[src/rtl/keypad_decoder.sv]
// Debounced 4x4 keypad decoder: one-hot row/column scan code in, hex key code plus press strobe/held flag out.
// Define KEY_HISTORY_EN to enable the two-digit history registers (digit_new/digit_old). DEBOUNCE_CYCLES >= 2.
module keypad_decoder #(
  parameter int DEBOUNCE_CYCLES = 50000
) (
  input  logic       clk,
  input  logic       reset,
  input  logic [7:0] key_val,
  output logic [3:0] key_code,
  output logic       key_pulse,
  output logic       key_held,
  output logic [3:0] digit_new,
  output logic [3:0] digit_old
);

  localparam int CW = $clog2(DEBOUNCE_CYCLES) + 1;
  localparam logic [CW-1:0] LAST = CW'(DEBOUNCE_CYCLES - 1);

  localparam logic [1:0] IDLE       = 2'd0;
  localparam logic [1:0] PRESS_DB   = 2'd1;
  localparam logic [1:0] HELD       = 2'd2;
  localparam logic [1:0] RELEASE_DB = 2'd3;

  logic [1:0]    state;
  logic [CW-1:0] cnt;
  logic [CW-1:0] cnt_inc;
  logic [7:0]    cand;
  logic          blocked;
  logic          sample_valid;
  logic          accept;

  function automatic logic is_onehot(input logic [3:0] v);
    return (v != 4'd0) && ((v & (v - 4'd1)) == 4'd0);
  endfunction

  function automatic logic [1:0] bit_index(input logic [3:0] v);
    case (v)
      4'b0001: return 2'd0;
      4'b0010: return 2'd1;
      4'b0100: return 2'd2;
      default: return 2'd3;
    endcase
  endfunction

  function automatic logic [3:0] hex_of(input logic [7:0] v);
    case ({bit_index(v[7:4]), bit_index(v[3:0])})
      4'h0: return 4'h1;
      4'h1: return 4'h2;
      4'h2: return 4'h3;
      4'h3: return 4'hA;
      4'h4: return 4'h4;
      4'h5: return 4'h5;
      4'h6: return 4'h6;
      4'h7: return 4'hB;
      4'h8: return 4'h7;
      4'h9: return 4'h8;
      4'hA: return 4'h9;
      4'hB: return 4'hC;
      4'hC: return 4'hE;
      4'hD: return 4'h0;
      4'hE: return 4'hF;
      default: return 4'hD;
    endcase
  endfunction

  // Anything that is not exactly one row and one column is treated as "no key".
  assign sample_valid = is_onehot(key_val[7:4]) && is_onehot(key_val[3:0]);
  assign cnt_inc      = (cnt == {CW{1'b1}}) ? cnt : cnt + CW'(1);
  assign accept       = (state == PRESS_DB) && sample_valid && (key_val == cand) && (cnt_inc == LAST);

  always_ff @(posedge clk or negedge reset) begin
    if (!reset) begin
      state     <= IDLE;
      cnt       <= '0;
      cand      <= '0;
      blocked   <= 1'b0;
      key_code  <= '0;
      key_pulse <= 1'b0;
      key_held  <= 1'b0;
    end else begin
      key_pulse <= 1'b0;
      case (state)
        IDLE: begin
          if (sample_valid) begin
            cand  <= key_val;
            cnt   <= '0;
            state <= PRESS_DB;
          end
        end
        PRESS_DB: begin
          if (!sample_valid) begin
            cnt   <= '0;
            state <= IDLE;
          end else if (key_val != cand) begin
            cand <= key_val;
            cnt  <= '0;
          end else if (accept) begin
            cnt       <= '0;
            key_code  <= hex_of(cand);
            key_pulse <= 1'b1;
            key_held  <= 1'b1;
            state     <= HELD;
          end else begin
            cnt <= cnt_inc;
          end
        end
        HELD: begin
          // The leaving sample is the first release sample when it is a no-key.
          if (key_val != cand) begin
            cnt     <= '0;
            blocked <= sample_valid;
            state   <= RELEASE_DB;
          end
        end
        RELEASE_DB: begin
          if (sample_valid && (key_val == cand)) begin
            cnt     <= '0;
            blocked <= 1'b0;
            state   <= HELD;
          end else if (sample_valid) begin
            cnt     <= '0;
            blocked <= 1'b1;
          end else if (blocked) begin
            cnt     <= '0;
            blocked <= 1'b0;
          end else if (cnt_inc == LAST) begin
            cnt      <= '0;
            key_held <= 1'b0;
            state    <= IDLE;
          end else begin
            cnt <= cnt_inc;
          end
        end
        default: state <= IDLE;
      endcase
    end
  end

`ifdef KEY_HISTORY_EN
  always_ff @(posedge clk or negedge reset) begin
    if (!reset) begin
      digit_new <= '0;
      digit_old <= '0;
    end else if (accept) begin
      digit_new <= hex_of(cand);
      digit_old <= digit_new;
    end
  end
`else
  assign digit_new = 4'd0;
  assign digit_old = 4'd0;
`endif

endmodule

[config.mk]
export PLATFORM = sky130hd
export DESIGN_NAME = keypad_decoder
export DESIGN_NICKNAME = d
export VERILOG_FILES = /design/src/rtl/keypad_decoder.sv
export SDC_FILE = /design/constraint.sdc
export NUM_CORES = 1
export LEC_CHECK = 0
export BUFFER_PORTS_ARGS = -buffer_cell sky130_fd_sc_hd__buf_2
export CORE_MARGIN = 2
export CORE_UTILIZATION = 55
export CTS_CLUSTER_SIZE = 30
export DETAILED_ROUTE_END_ITERATION = 12
export PLACE_DENSITY = 0.76
export SLEW_MARGIN = 5
export SYNTH_ARGS = -nofsm -noshare
export SYNTH_HDL_FRONTEND = slang
export SYNTH_SLANG_ARGS = --single-unit
[constraint.sdc]
create_clock -name clk -period 8.29 [get_ports clk]
set_input_delay 0.829 -clock clk [delete_from_list [all_inputs] [get_ports clk]]
set_output_delay 0.829 -clock clk [all_outputs]
set_load 0.02 [all_outputs]
==> results of run 1 <==
==> final cells by class <==
type / count / share of cell area, %
flip-flops and latches: 34 / 31.5
repair buffers: 17 / 3.33
clock buffers: 6 / 3.06
well taps: 52 / 2.41
multi-input cells: 224 / 57.1
inverters: 11 / 1.53
clock inverters: 1 / 1.11
==> worst min-delay path by stage <==
stage	startpoint	endpoint	slack [ns]	cells after the start
detailed placement	key_held$_DFFE_PN0P_	key_held$_DFFE_PN0P_	0.48	1
floorplan	blocked$_DFFE_PN0P_	blocked$_DFFE_PN0P_	0.47	2
global placement	key_held$_DFFE_PN0P_	key_held$_DFFE_PN0P_	0.49	1
global route	key_code[2]$_DFFE_PN0P_	key_code[2]$_DFFE_PN0P_	0.53	1
finish	key_code[2]$_DFFE_PN0P_	key_code[2]$_DFFE_PN0P_	0.51	1
CTS	key_held$_DFFE_PN0P_	key_held$_DFFE_PN0P_	0.51	1
==> metrics by stage <==
step                cell area, um^2  setup slack [ns]  hold WS (ns)  cells
CTS                            2700              5.22         0.506    345
global placement               2590              5.31         0.486    338
global route                   2700              4.88         0.531    345
floorplan                      2590              5.65         0.470    293
detailed placement             2590              5.23         0.483    338
finish                         2700              5.13         0.506    345
==> per-layer routing <==
metal / up-vias / track usage [%]
met5: - / 0
met4: 0 / 8.18
met3: 21 / 5.00
met2: 98 / 34.7
met1: 1106 / 34.7
li1: 1070 / -
==> power groups by stage <==
stage | registers (mW) | logic [mW] | clock network [mW]
floorplan | 0.189 | 0.0817 | 0
global placement | 0.208 | 0.0829 | 0
detailed placement | 0.209 | 0.0831 | 0
CTS | 0.206 | 0.0838 | 0.160
global route | 0.210 | 0.0936 | 0.165
finish | 0.207 | 0.0849 | 0.155
==> cells by family after synthesis <==
group                    after synthesis  share of synthesized area [%]
buffers and inverters                 35                           7.71
multiplexers                          13                           6.05
AND/OR/NAND/NOR                      110                           25.1
XOR/XNOR                              14                           4.78
adder cells (fa/ha/maj)                3                           1.46
AO/OA/AOI/OAI                         76                           21.5
flip-flops                            34                           33.2
other                                  1                          0.146
==> Yosys cell counts, types with 2 or more instances <==
cell | count | area [um^2]
a211o_1 | 2 | 17.5
a211oi_1 | 2 | 15.0
a21oi_1 | 16 | 80.1
a221o_1 | 3 | 30.0
a22o_1 | 3 | 26.3
a31o_2 | 2 | 17.5
a31oi_1 | 7 | 43.8
a32o_1 | 2 | 20.0
and3_1 | 7 | 43.8
and4_1 | 5 | 43.8
buf_2 | 8 | 40.0
buf_4 | 11 | 82.6
buf_6 | 2 | 22.5
clkbuf_1 | 3 | 11.3
dfrtp_1 | 34 | 851
ha_1 | 3 | 37.5
inv_1 | 11 | 41.3
mux2_2 | 8 | 90.1
mux2_4 | 3 | 45.0
mux2i_1 | 2 | 20.0
nand2_1 | 24 | 90.1
nand3_1 | 10 | 50.1
nand3b_1 | 2 | 15.0
nand4_1 | 10 | 62.6
nor2_1 | 17 | 63.8
nor3_1 | 12 | 60.1
nor3_2 | 2 | 20.0
nor3b_1 | 3 | 22.5
nor4_4 | 2 | 42.5
nor4b_1 | 3 | 26.3
o21ai_0 | 11 | 55.1
o21ai_1 | 2 | 10.0
o22a_1 | 4 | 35.0
o22ai_1 | 2 | 12.5
o31ai_1 | 4 | 30.0
or3_1 | 3 | 18.8
xnor2_1 | 11 | 96.3
xor2_1 | 3 | 26.3
==> state kept, by name, indices dropped and copies added (netlist names) <==
signal / count
cnt: 17
cand: 8
key_code: 4
state: 2
blocked: 1
key_held: 1
key_pulse: 1
==> summary.txt, run 1 <==
Clock network
  • CTS tree: done
  • Setup Buffers After CTS: 0
  • Clk root buf: clkbuf_8
  • Worst-path clk slew: around 0.07 ns
  • PostCTS Resize Cnt: 0
  • H-tree lvl count: 2
  • CTS sink count: 34
  • Worst-Skew Late Latency: 0.29 ns
  • Post-CTS Hold Fix Bufs: 0
  • TritonCTS buffer count: 5
  • Clock Tree Buf Depth: 2

Setup path
  • CP max stage cell: nor4_4
  • Crit Path Max Fanout: 11
  • WP buf/inv: 1
  • Max incr delay on CP: roughly 0.50 ns
  • Crit path max-delay family: simple AND/OR/NAND/NOR gates
  • Critical path depth: 9
  • Worst r2r src: cnt[0]$_DFFE_PN0P_
  • FF-to-FF End: key_code[3]$_DFFE_PN0P_
  • Worst setup path startpoint: cnt[0]$_DFFE_PN0P_
  • Worst setup endpoint: key_code[3]$_DFFE_PN0P_
  • CP Launch Type: register
  • Req. time, crit path: 8.46 ns
  • Worst Path Arrival: 3.33 ns
  • CP Class: reg2reg
  • R2R setup slack: slightly above 5 ns
  • Crit-path cells: ha_1 -> nand3_1 -> nor3_2 -> and3_1 -> o2111ai_2 -> nor4_4 -> buf_4 -> nand3_4 -> mux2_4
  • FF-to-FF path depth: 9
  • Crit path capture type: register

Power and ir drop
  • Sequential power share: 46.4%
  • Sw Pwr: around 130 uW
  • Tot Pwr: 447 uW
  • Internal power: 315 uW
  • Clock power frac: 34.7%
  • Leak pwr: about 1.2 nW
  • Sw Ratio: 29.6%
  • Logic pwr share: 19.0%
  • PD cells: 165 nW/um^2
  • VDD IR max: 85.8 uV

Timing
  • Fin. Hold Viols: 0
  • Final setup violating endpoints: 0
  • Period utilization: 38.1%
  • Worst-Margin Slew: 0.795 ns
  • Sum of negative setup slack: 0 ns
  • Achievable Freq: 317 MHz
  • RSZ-0062 raised after global routing: false
  • Slew headroom: 47.0%
  • Clock Skews: 0.00357 ns
  • Final count of pins violating max slew: 0
  • Final Critical Period: roughly 3.2 ns

Yosys
  • Post-Syn Instances: around 290
  • Count of distinct cell types in the synthesized netlist: 65
  • Yosys warnings: 0
  • Cell area after synthesis: 2560 um^2
  • Syn avg cell area: 8.96 um^2
  • Top FF cell, synth: dfrtp_1
  • FF+latch count, synth: 34
  • Ys async rst share: 100%
  • EDFF count, synth: 0
  • Sequential share of the synthesized area: 33.2%

Routing
  • Antenna-violating nets left: 0
  • DRC: 0
  • Via Count: between 2,000 and 2,500
  • DRT Wirelength: 5.75 mm
  • Drt initial violations: 342
  • Drt pass-1 iters: 6
  • Vias per cell: between 6 and 7
  • Wire length on met1: 2.77 mm
  • Detailed-route wire length per cell: between 15 and 20 um
  • Met3 wire length: between 300 and 400 um
  • Met2 Wirelength: roughly 2.5 mm
  • Top Layer Used: met4

Run
  • Max_cap viols: 0

Cells and area
  • Sequential cell area: 851 um^2
  • Area occupied by multi-input gates: 1540 um^2
  • NumNets Final: between 300 and 400
  • Fraction of layout cells with a size suffix above 1: ~17%
  • Commonest non-fill, non-tap cell in the layout: dfrtp_1
  • Area Overhead vs Synth: 5.37%
  • # fillers: 384
  • # diodes: 0
  • Utilization after layout: 61.2%
  • Most frequent cells in the layout: dfrtp_1, nand2_1, nor2_1

Place
  • GP Congestion: 1.01
  • HPWL Detailed: just over 4 mm
  • Port Buf Inserts: 15

Die
  • Core area: between 4000 and 5000 um^2
  • Initial core utilization: 58.1%
  • Die Area: 5220 um^2
  • I/O pin count: 24
  • # rows: 24
  • Die span in x: 72.3 um
  • Die Span Y: 72.3 um

GRT
  • First-pass GRT wire length: about 9.6 mm
  • Overall global routing resource usage: 23.7%
  • Vias in the first global route: 1,973
  • Largest net degree at the start of global routing: 35
  • Antenna violations before repair: 0
  • GRT Residual Overflow: 0

Worst hold path
  • Type of the worst min-delay path: reg2reg

Status
  • Status: finished clean
Power figures use the tool's default switching activity.
==> run 2, diff against run 1 <==
--- a/config.mk
+++ b/config.mk
@@ -5,12 +5,13 @@
 export SDC_FILE = /design/constraint.sdc
 export NUM_CORES = 1
 export LEC_CHECK = 0
+export ABC_AREA = 1
 export BUFFER_PORTS_ARGS = -buffer_cell sky130_fd_sc_hd__buf_2
 export CORE_MARGIN = 2
-export CORE_UTILIZATION = 55
+export CORE_UTILIZATION = 54
 export CTS_CLUSTER_SIZE = 30
 export DETAILED_ROUTE_END_ITERATION = 12
-export PLACE_DENSITY = 0.76
+export PLACE_DENSITY = 0.77
 export SLEW_MARGIN = 5
 export SYNTH_ARGS = -nofsm -noshare
 export SYNTH_HDL_FRONTEND = slang
==> constraint.sdc (replaced) <==
create_clock -name clk -period 2.8 [get_ports clk]
set_input_delay 0.28 -clock clk [delete_from_list [all_inputs] [get_ports clk]]
set_output_delay 0.28 -clock clk [all_outputs]
set_load 0.02 [all_outputs]
==> run 2 against run 1 <==
Effect of this change: via count up 5.9%; flip-flop and latch count stayed put; synthesized area increased by 2.0%; register-to-register slack got worse by 4.9 ns; routed wire length is 6.6% higher; cell count rose by 29%; synthesized cell count increased by 30%; maximum frequency up 24%; critical path type unchanged.
==> summary.txt, run 2 <==
Routing
  • DRC: 0
  • DRT Wirelength: around 6 mm
  • Detailed-route wire length per cell: 13.8 um
  • Vias per cell: 5.46
  • Antenna-violating nets left: 0
  • Drt pass-1 iters: 5
  • Drt initial violations: 186
  • Via Count: between 2,000 and 2,500

Setup path
  • Crit path capture type: register
  • Max incr delay on CP: 0.39 ns
  • CP Class: reg2reg
  • Worst r2r src: cnt[0]$_DFFE_PN0P_
  • Crit path max-delay family: simple AND/OR/NAND/NOR gates
  • Most used cell, CP: nand2_2
  • Worst setup path startpoint: cnt[0]$_DFFE_PN0P_
  • Req. time, crit path: 2.95 ns
  • Worst Path Arrival: ~2.7 ns
  • Crit Path Max Fanout: 17
  • Crit-path cells: ha_1 -> nand2_2 -> nor2_4 -> nand2_2 -> nor2_4 -> nand2_4 -> nand2_1 -> nand2_1 -> nor2_2 -> nand3_2 -> nand2_2 -> o22ai_2
  • WP buf/inv: 0
  • CP max stage cell: dfrtp_1
  • CP Launch Type: register

Yosys
  • Commonest cells post-synth: nand2_1, inv_1, nor2_1
  • Post-synth top area share: 32.5%
  • Top FF cell, synth: dfrtp_1
  • FF+latch count, synth: 34
  • EDFF count, synth: 0
  • Post-Syn Instances: 372
  • Cell area after synthesis: 2620 um^2
  • Syn avg cell area: 7.03 um^2
  • Count of distinct cell types in the synthesized netlist: 36
  • Ys async rst share: 100%
  • Top-count cell post-synth: nand2_1
  • Cell accounting for the most synthesized area: dfrtp_1
  • Sequential share of the synthesized area: between 30% and 40%
  • Synth area leaders: dfrtp_1, nand2_1, inv_1
  • Yosys warnings: 0

GRT
  • GRT Residual Overflow: 0
  • Antenna violations before repair: 0
  • First-pass GRT wire length: 10.1 mm
  • Largest net degree at the start of global routing: 35
  • Vias in the first global route: 2,158
  • Overall global routing resource usage: 24.2%

Cells and area
  • Reg with most FFs: cnt
  • Largest registers: cnt (17), cand (8), key_code (4)
  • # diodes: 0
  • Max reg flops: 17
  • Fin area: ~2800 um^2
  • Most frequent cells in the layout: nand2_1, inv_1, nor2_1
  • Commonest non-fill, non-tap cell in the layout: nand2_1
  • NumNets Final: 404
  • Fraction of layout cells with a size suffix above 1: between 10% and 20%
  • Utilization after layout: 59.4%
  • Area Overhead vs Synth: 6.55%

Clock network
  • Setup Buffers After CTS: 0
  • PostCTS Resize Cnt: 0
  • Clk root buf: clkbuf_8
  • Worst-path clk slew: 0.07 ns
  • Post-CTS Hold Fix Bufs: 0
  • CTS sink count: 34
  • Clock Tree Buf Depth: 2
  • CTS tree: done
  • Worst-Skew Late Latency: 0.29 ns
  • H-tree lvl count: 2
  • TritonCTS buffer count: 5

Power and ir drop
  • VDD IR max: 569 uV
  • Leak pwr: 1.33 nW
  • PD cells: just over 600 nW/um^2
  • Tot Pwr: between 1.5 and 2 mW

Status
  • Status: finished clean

Die
  • # rows: 25
  • Die span in x: 73.6 um
  • I/O pin count: 24
  • Die Area: 5420 um^2
  • Die Span Y: between 70 and 80 um
  • Core area: 4690 um^2
  • Initial core utilization: 55.7%

Run
  • Max_cap viols: 0

Timing
  • Final count of pins violating max slew: 0
  • Slew headroom: between 30 and 40%
  • Setup WS post-layout: ~0.26 ns
  • Achievable Freq: 393 MHz
  • Worst-Margin Slew: between 0.9 and 1 ns
  • Fin. Hold Viols: 0
  • Final setup violating endpoints: 0
  • Period utilization: 90.9%
  • Sum of negative setup slack: 0 ns
  • RSZ-0062 raised after global routing: false
  • Final Critical Period: 2.54 ns
  • Clock Skews: 0.00784 ns

Place
  • Placed cell area: between 2000 and 3000 um^2
  • HPWL Detailed: 4.78 mm
  • Post-placement setup slack: 0.294 ns
  • GP Congestion: 0.992
  • Port Buf Inserts: 15

Worst hold path
  • Type of the worst min-delay path: in2async
run 2: changes by cell type after synthesis, moves of 10 or more:
cell | previous run | this run
inv_1 | 11 | 52
nand2_1 | 24 | 86
nand3_1 | 10 | 31
nor2_1 | 17 | 40
o22ai_2 | 0 | 10
run 2: final cells by class:
type                       instances  area, um^2
tap                               54        67.6
inverter                          56         210
clock inverter                     2        10.0
sequential                        34         851
clock buffer                       5        68.8
timing repair buffer              17        90.1
multi-input combinational        277        1490
fill                             462        1910
run 2: path summary, 6_finish.rpt:
kind,endpoint,slack (ns),cells after the start
setup / recovery,cnt[11]$_DFFE_PN0P_,0.26,12
hold / removal,cnt[0]$_DFFE_PN0P_,0.06,1
min in group clk,cand[3]$_DFFE_PN0P_,0.28,2
setup reg to reg,cnt[11]$_DFFE_PN0P_,0.26,12
max in group asynchronous,cnt[12]$_DFFE_PN0P_,2.24,1
hold reg to reg,key_held$_DFFE_PN0P_,0.47,2
run 2: stage by stage:
step | cells | hold slack (ns)
after floorplan | 379 | -0.0156
after global routing | 445 | 0.125
after detailed placement | 438 | 0.405
after global placement | 438 | 0.397
final | 445 | 0.0602
after CTS | 445 | 0.0955
run 2: kinds of logic after synthesis:
group | after synthesis | synth area share (%)
xor+xnor | 12 | 4.02
mux | 1 | 0.431
other cells | 1 | 0.143
simple gates | 207 | 37.4
flops | 34 | 32.5
compound gates | 46 | 12.5
fa+ha+maj | 3 | 1.44
buf+inv | 68 | 11.5
run 2: layer usage:
metal	vias up	global-route usage, %	share of wire [%]
met3	13	4.39	5.3
met1	1108	34.5	47
met4	0	7.07	2.0
li1	1228	-	-
met2	82	37.7	46
met5	-	0	0
run 2: power breakdown:
| part | internal, mW | leakage [nW] | switching, mW | total, mW |
|---|---|---|---|---|
| registers | 0.573 | 0.454 | 0.0992 | 0.672 |
| clock network | 0.167 | 0.0438 | 0.187 | 0.354 |
| logic | 0.241 | 0.832 | 0.446 | 0.686 |
